## src/rtl/stack_guarded_pkg.sv

```systemverilog
// Shared definitions for the guarded hardware stack: operation encoding,
// overflow-mode encodings and the operation decoder.
package stack_guarded_pkg;

    localparam logic [1:0] OP_NOP     = 2'd0;
    localparam logic [1:0] OP_PUSH    = 2'd1;
    localparam logic [1:0] OP_POP     = 2'd2;
    localparam logic [1:0] OP_REPLACE = 2'd3;

    localparam int OVF_REJECT = 0;
    localparam int OVF_WRAP   = 1;

    // Pop has priority over update when change and dec are both set.
    function automatic logic [1:0] decode_op(input logic change,
                                             input logic dec,
                                             input logic update);
        logic [1:0] op;
        op = OP_NOP;
        if (change && dec) begin
            op = OP_POP;
        end else if (change && update) begin
            op = OP_PUSH;
        end else if (!change && update) begin
            op = OP_REPLACE;
        end
        return op;
    endfunction

endpackage

```

## src/rtl/stack_ram.sv

```systemverilog
// Entry storage beneath the top-of-stack register: one synchronous write
// port, one asynchronous read port, contents are not reset.
module stack_ram #(
    parameter int WIDTH       = 16,
    parameter int SADDR_WIDTH = 8
) (
    input  logic                   clk,
    input  logic                   we,
    input  logic [SADDR_WIDTH-1:0] waddr,
    input  logic [WIDTH-1:0]       wdata,
    input  logic [SADDR_WIDTH-1:0] raddr,
    output logic [WIDTH-1:0]       rdata
);

    logic [WIDTH-1:0] mem [2**SADDR_WIDTH];

    always_ff @(posedge clk) begin
        if (we) begin
            mem[waddr] <= wdata;
        end
    end

    assign rdata = mem[raddr];

endmodule

```

## src/rtl/stack_guarded.sv

```systemverilog
// LIFO stack with a dedicated top-of-stack register, circular storage below
// it, and sticky overflow/underflow flags; overflow either rejects or wraps.
module stack_guarded
    import stack_guarded_pkg::*;
#(
    parameter int WIDTH       = 16,
    parameter int SADDR_WIDTH = 8,
    parameter int OVF_MODE    = OVF_REJECT
) (
    input  logic                   clk,
    input  logic                   reset,
    input  logic                   wait_state,
    input  logic [WIDTH-1:0]       D,
    input  logic                   change,
    input  logic                   dec,
    input  logic                   update,
    input  logic                   clr_err,
    output logic [WIDTH-1:0]       Q,
    output logic [SADDR_WIDTH:0]   count,
    output logic                   empty,
    output logic                   full,
    output logic                   overflow,
    output logic                   underflow
);

    localparam logic [SADDR_WIDTH:0] DEPTH = {1'b1, {SADDR_WIDTH{1'b0}}};
    localparam logic [SADDR_WIDTH:0] ONE   = {{SADDR_WIDTH{1'b0}}, 1'b1};

    logic [WIDTH-1:0]       top_q;
    logic [SADDR_WIDTH:0]   cnt;
    logic [SADDR_WIDTH-1:0] wr_ptr;
    logic [SADDR_WIDTH-1:0] rd_ptr;
    logic [WIDTH-1:0]       below_top;
    logic                   ovf_flag;
    logic                   unf_flag;

    logic [1:0] op;
    logic       is_empty;
    logic       is_full;
    logic       do_push;
    logic       do_pop;
    logic       do_replace;
    logic       ram_we;
    logic       ovf_event;
    logic       unf_event;

    always_comb begin
        op         = wait_state ? OP_NOP : decode_op(change, dec, update);
        is_empty   = (cnt == '0);
        is_full    = (cnt == DEPTH);
        // In wrap mode a push while full overwrites the oldest slot, which
        // is exactly the next write position of the circular storage.
        do_push    = (op == OP_PUSH) && (!is_full || (OVF_MODE == OVF_WRAP));
        do_pop     = (op == OP_POP) && !is_empty;
        do_replace = (op == OP_REPLACE) && !is_empty;
        ram_we     = do_push && !is_empty;
        ovf_event  = (op == OP_PUSH) && is_full;
        unf_event  = ((op == OP_POP) || (op == OP_REPLACE)) && is_empty;
    end

    // Storage holds everything below the top; the entry just under the top
    // sits one slot behind the write pointer.
    assign rd_ptr = wr_ptr - 1'b1;

    stack_ram #(
        .WIDTH      (WIDTH),
        .SADDR_WIDTH(SADDR_WIDTH)
    ) u_ram (
        .clk  (clk),
        .we   (ram_we),
        .waddr(wr_ptr),
        .wdata(top_q),
        .raddr(rd_ptr),
        .rdata(below_top)
    );

    always_ff @(posedge clk or posedge reset) begin
        if (reset) begin
            top_q  <= '0;
            cnt    <= '0;
            wr_ptr <= '0;
        end else if (do_push) begin
            top_q <= D;
            if (!is_empty) begin
                wr_ptr <= wr_ptr + 1'b1;
            end
            if (!is_full) begin
                cnt <= cnt + ONE;
            end
        end else if (do_pop) begin
            cnt <= cnt - ONE;
            if (cnt == ONE) begin
                top_q <= '0;
            end else begin
                top_q  <= below_top;
                wr_ptr <= rd_ptr;
            end
        end else if (do_replace) begin
            top_q <= D;
        end
    end

    // A new error in the same cycle as clr_err keeps its flag set.
    always_ff @(posedge clk or posedge reset) begin
        if (reset) begin
            ovf_flag <= 1'b0;
            unf_flag <= 1'b0;
        end else begin
            ovf_flag <= (ovf_flag && !clr_err) || ovf_event;
            unf_flag <= (unf_flag && !clr_err) || unf_event;
        end
    end

    assign Q         = top_q;
    assign count     = cnt;
    assign empty     = (cnt == '0);
    assign full      = (cnt == DEPTH);
    assign overflow  = ovf_flag;
    assign underflow = unf_flag;

endmodule

```

## config.mk

```make
export PLATFORM = sky130hd
export DESIGN_NAME = stack_guarded
export DESIGN_NICKNAME = d
export VERILOG_FILES = /design/src/rtl/stack_guarded_pkg.sv /design/src/rtl/stack_ram.sv /design/src/rtl/stack_guarded.sv
export SDC_FILE = /design/constraint.sdc
export NUM_CORES = 2
export LEC_CHECK = 0
export BUFFER_PORTS_ARGS = -buffer_cell sky130_fd_sc_hd__buf_2
export CAP_MARGIN = 30
export CORE_MARGIN = 3
export CORE_UTILIZATION = 40
export CTS_CLUSTER_SIZE = 24
export DETAILED_ROUTE_END_ITERATION = 16
export PLACE_DENSITY = 0.62
export SKIP_LAST_GASP = 1
export SYNTH_ARGS = -nofsm -noshare
export SYNTH_HDL_FRONTEND = slang
export SYNTH_SLANG_ARGS = --single-unit
```

## constraint.sdc

```tcl
create_clock -name clk -period 4.85 [get_ports clk]
set_clock_uncertainty 0.05 [all_clocks]
set_input_delay 0 -clock clk [delete_from_list [all_inputs] [get_ports clk]]
set_output_delay 0 -clock clk [all_outputs]
set_load 0.01 [all_outputs]
```

Word-level counts from Yosys, hierarchy flattened
Memories as Yosys holds them, arrays and structs flattened. Cells that the tools add are included. Widths: inputs -> output; s select.

Flip-flop bits (word level): 35. Bits in writable memories: 4096. Input bits: 23. Output and inout bits: 29. Word-level logic and storage cells: 58. Memories kept: 1.

$add $sub $neg: 4. Equality and inequality tests: 8. Mux-type cells: 17. Reduce and logical (&&, ||, !) cells: 23.

Memories: u_ram.mem (words 256, bits a word 16, rd ports 1, clocked after Yosys merged registers in 0, write ports 1, line stack_ram.sv:15) `logic [WIDTH-1:0] mem [2**SADDR_WIDTH];`.

Operators by type and width (number): $mux 16 (4); $mux 8 (4); $mux 9 (3); $logic_and 1x1->1 (11); $add 9x1->9 const B (1); $eq 9x1->1 const B (1); $eq 9x9->1 const B (1); $logic_not 9->1 (1); $sub 9x1->9 const B (1); $add 8x1->8 const B (1); $mux 2 (4); $sub 8x1->8 const B (1); $ne 2x2->1 const B (3); $eq 2x2->1 const B (2); $logic_not 1->1 (4); $logic_or 1x1->1 (3); $reduce_and 3->1 (1); $reduce_bool 3->1 (1); $eq 2x1->1 const B (1); $mux 1 (2); $reduce_and 2->1 (1); $reduce_bool 2->1 (1).

Depth between registers and ports, before layout
Word-level depth: 11. Mapped depth: 20. Depth with buffers taken out: 9.

Hierarchy
A second synthesis with hierarchy kept.

Cells, all modules: 7573. Area total of the unflattened synthesis: 160490.2 µm².

By module, submodules not included: stack_ram (instances 1, cells an instance 7344, area an instance 158394.4 µm², seq. area each 122998.0 µm²); stack_guarded (instances 1, cells an instance 229, area an instance 2095.8 µm², seq. area each 875.8 µm²).

Worst setup path before layout
No wires, ideal clock.

Path type: reg2reg. Start: register wr_ptr[0]. End: register top_q[14] (netlist: Q[14]). Library setup time: 138 ps. Arrival time: 4254 ps. Data required time: 4662 ps. Setup slack: 408 ps. Cell stages (with the launch flop): 17. Buffers on the path: 10. Period minus slack after synthesis: 4442 ps. Cell sequence: dfrtp_1 > buf_4 > buf_6 > buf_6 > buf_2 > buf_4 > buf_2 > inv_1 > ha_1 > buf_2 > buf_2 > buf_1 > clkbuf_1 > mux4_2 > mux4_2 > a2111oi_0 > o21ai_1.

Cells in the longest elaborated chain, start to end: 5.

Ends and longest elaborated chain: start, declared (line stack_guarded.sv:31) `logic [SADDR_WIDTH-1:0] wr_ptr;`; start signal, assigned (line stack_guarded.sv:85) `wr_ptr <= wr_ptr + 1'b1;`; start signal, assigned (line stack_guarded.sv:96) `wr_ptr <= rd_ptr;`; $sub 8x1->8 (line stack_guarded.sv:63) `assign rd_ptr = wr_ptr - 1'b1;`; $mem_v2 256x16; $mux 16 (line stack_guarded.sv:92) `if (cnt == ONE) begin`; $mux 16 (line stack_guarded.sv:90) `end else if (do_pop) begin`; $mux 16 (line stack_guarded.sv:82) `end else if (do_push) begin`; end signal, assigned (line stack_guarded.sv:95) `top_q <= below_top;`; end, declared (line stack_guarded.sv:29) `logic [WIDTH-1:0] top_q;`.

No other way between the ends. A chain may end at the register's enable or synchronous reset.

Final worst setup path
Start: register wr_ptr[1]. End: register top_q[2] (netlist: Q[2]).

Same word-level chain as after synthesis.

==> impl_metrics.json <==
{
  "status": "finished, final reports clean",
  "synth_edf_count": 4096,
  "clk_latency_ps": 1010,
  "portBuffers": 51,
  "cts_buffers": 413,
  "ctsLongestPathBuffers": 4,
  "critPathTopFamily": "compound AO/OA/AOI/OAI gates",
  "synthSimpleGateAreaFrac_pct": 1.82,
  "grt_setup_unrepaired": "false",
  "grt_pass1_vias": 77500,
  "cp.required_ps": 5650,
  "post-route-util_pct": 46.4,
  "crit_fanout": 36,
  "reg2reg_slack_ps": 180,
  "dpl-instance-area_um2": 169000,
  "worstSetupPathType": "reg -> reg",
  "crit_arrival_ps": 5470,
  "avgSynthCellArea_um2": 22.9,
  "critPathMaxStageDelay_ps": 710,
  "synth-compound-area-share_pct": 2.03,
  "dieArea_um2": 406000,
  "post_cts_buffers": 0,
  "synth-main-ff-cell": "edfxtp_1",
  "wl_per_cell_um": 32.0,
  "leakagePower_nw": 57.4,
  "slew_violations": 0,
  "cellPowerDensity_nw_per_um2": 672,
  "ant_nets": 0,
  "startpoint_type": "flop",
  "drive_above_1_share_pct": 31.3,
  "area_growth_pct": 15.3,
  "cts_root_buf": "clkbuf_16",
  "period_minus_slack_ps": 4670,
  "period_share_pct": 96.3,
  "place.detailed.hpwl_mm": 252,
  "htreeDepth": 5,
  "drc": 0,
  "seq_area_frac_synth_pct": 77.8,
  "synth_top_family_by_area": "multiplexers",
  "r2r_cells": 10,
  "postCtsHoldBufs": 58,
  "worst_pin_slew_ps": 1070,
  "ys_types": 75,
  "hold_viol": 0,
  "antenna_found_initial": 20,
  "finalSetupViolCount": 0,
  "cts_resized": 0,
  "layout_common_cells": "edfxtp_1, mux4_2, buf_4",
  "num_rows": 231,
  "grt_pass1_wl_mm": 599,
  "drt-vias-per-instance": 5.87,
  "worstPathCellList": "inv_1 > ha_4 > buf_12 > buf_4 > mux4_2 > mux4_2 > a221o_1 > a2111o_1 > o2111ai_1 > o221ai_1",
  "synth-seq-cells": 4131,
  "globalplace.congestion": 0.919,
  "final_common_cell": "edfxtp_1",
  "core-area_um2": 396000,
  "nNetsFinal": 7628,
  "max_slew_margin_pct": 28.6,
  "drtIter0Drc": 10400,
  "cts.sinks": 4131,
  "drt_pass1_iterations": 8,
  "synth-xor-area-share_pct": 0.125,
  "clk_pin_slew_worst_paths_ps": 70,
  "initial_core_util_pct": 40.2,
  "route.vias.total": 77500,
  "stdcell_area_um2": 184000,
  "grt_max_degree": 161,
  "r2r_end": "Q[2]$_DFFE_PP0P_",
  "synthesis.area_um2": 159000,
  "endpoint_kind": "flop",
  "ios": 52,
  "finalWorstSetupSlack_ps": 179,
  "muxShareOfSynthArea_pct": 16.8,
  "holdPathStages": 6,
  "overflow": 0,
  "clock.fmax_mhz": 214,
  "postSynthCellCount": 6945,
  "synth_adder_area_share_pct": 0.0550,
  "synth_nets": 6975,
  "critPathSlowestCell": "ha_4",
  "grt_usage_pct": 20.6,
  "critPathBufInv": 3,
  "async_reset_ff_share_pct": 0.847,
  "dp_slack_ps": 256,
  "hp-class": "in -> reg",
  "finalSetupTns_ps": 0,
  "maxCapViolations": 0,
  "hold_start": "D[12]",
  "whs_endpoint": "Q[12]$_DFFE_PP0P_",
  "die_x_um": 637,
  "irDropWorstVdd_v": 0.000806,
  "reg2reg_from": "wr_ptr[1]$_DFFE_PP0P_",
  "die_h_um": 637,
  "wl_mm": 423,
  "yosysWarnings": 0,
  "cp_common_cell": "mux4_2",
  "cts_tree": "done"
}
layout make-up:
type | count | area [um2]
clock inverters | 263 | 3060
diodes | 18 | 45.0
repair buffers | 642 | 5650
fillers | 32200 | 212000
flip-flops and latches | 4131 | 124000
multi-input cells | 2402 | 33500
clock buffers | 498 | 10800
well taps | 5242 | 6560
inverters | 8 | 30.0
metal layers:
layer | track usage [%] | routed length (um) | share of wire (%) | vias up
met5 | 0 | 12 | 0.0028 | -
met4 | 7.91 | 18800 | 4.4 | 2
met3 | 4.56 | 38300 | 9.0 | 790
met2 | 32.2 | 200000 | 47 | 3927
met1 | 28.3 | 166000 | 39 | 41800
li1 | - | - | - | 31000
sequential cells by signal, indices dropped and copies added, names as in the netlist:
name / cells
Q: 16
count: 9
overflow: 1
u_ram.mem: 4096
underflow: 1
wr_ptr: 8
worst min-delay path, cell delays in order:
cell	delay, ps
dlygate4sd3_1	540
buf_2	110
nand2_1	120
nor2_1	120
a21oi_1	140
o31ai_1	100
how the worst max path moves through the flow:
stage / from / endpoint / slack [ps] / cells after the start
2_1_floorplan: wr_ptr[0]$_DFFE_PP0P_ / Q[14]$_DFFE_PP0P_ / 410 / 16
4_1_cts: wr_ptr[1]$_DFFE_PP0P_ / Q[2]$_DFFE_PP0P_ / 240 / 10
3_5_place_dp: wr_ptr[1]$_DFFE_PP0P_ / Q[4]$_DFFE_PP0P_ / 260 / 10
3_3_place_gp: wr_ptr[1]$_DFFE_PP0P_ / Q[8]$_DFFE_PP0P_ / -480 / 11
5_1_grt: wr_ptr[1]$_DFFE_PP0P_ / Q[4]$_DFFE_PP0P_ / 100 / 10
6_report: wr_ptr[1]$_DFFE_PP0P_ / Q[2]$_DFFE_PP0P_ / 180 / 10
logic make-up after synthesis:
logic type,count (synthesis)
adders and majority gates,7
muxes,1279
xor gates and xnor gates,21
AOI/OAI and AO/OA,425
buffers and inverters,412
DFF,4131
and+or+nand+nor,670
power by group:
group	switching, mW	leakage (nW)	internal (mW)
sequential	1.29	37.4	44.7
clock	13.7	6.69	18.5
combinational	28.3	13.3	16.8
synth_stat cells (5+ instances only):
cell	number	area, um2
a2111o_1	13	146
a2111oi_0	27	236
a211oi_1	39	293
a21oi_1	66	330
a221o_1	27	270
a221oi_1	22	193
a22o_1	37	324
a22oi_1	56	420
a31oi_1	10	62.6
and2_1	5	31.3
and3_1	54	338
buf_1	10	37.5
buf_2	111	556
buf_4	62	465
buf_6	16	180
clkbuf_1	201	754
dfrtp_1	35	876
edfxtp_1	4096	123000
ha_1	7	87.6
inv_1	8	30.0
mux2_2	102	1150
mux2i_1	68	681
mux4_2	1109	25000
nand2_1	239	897
nand3_1	34	170
nand4_1	19	119
nor2_1	280	1050
nor2b_1	7	43.8
nor3_1	5	25.0
o2111ai_1	14	123
o211ai_1	16	120
o21ai_0	38	190
o221ai_1	16	140
o2bb2ai_1	14	123
xnor2_1	9	78.8
xor2_1	10	87.6
per-stage QoR:
stage | instances | hold slack (ps) | total power, mW
finish | 13200 | 122 | 123
global route | 13200 | 128 | 127
CTS | 13200 | 121 | 124
detailed placement | 12400 | 21.0 | 91.8
global placement | 12400 | 158 | 91.2
floorplan | 6945 | 49.0 | 73.4
Note: power is estimated with default switching activity, not from simulation.
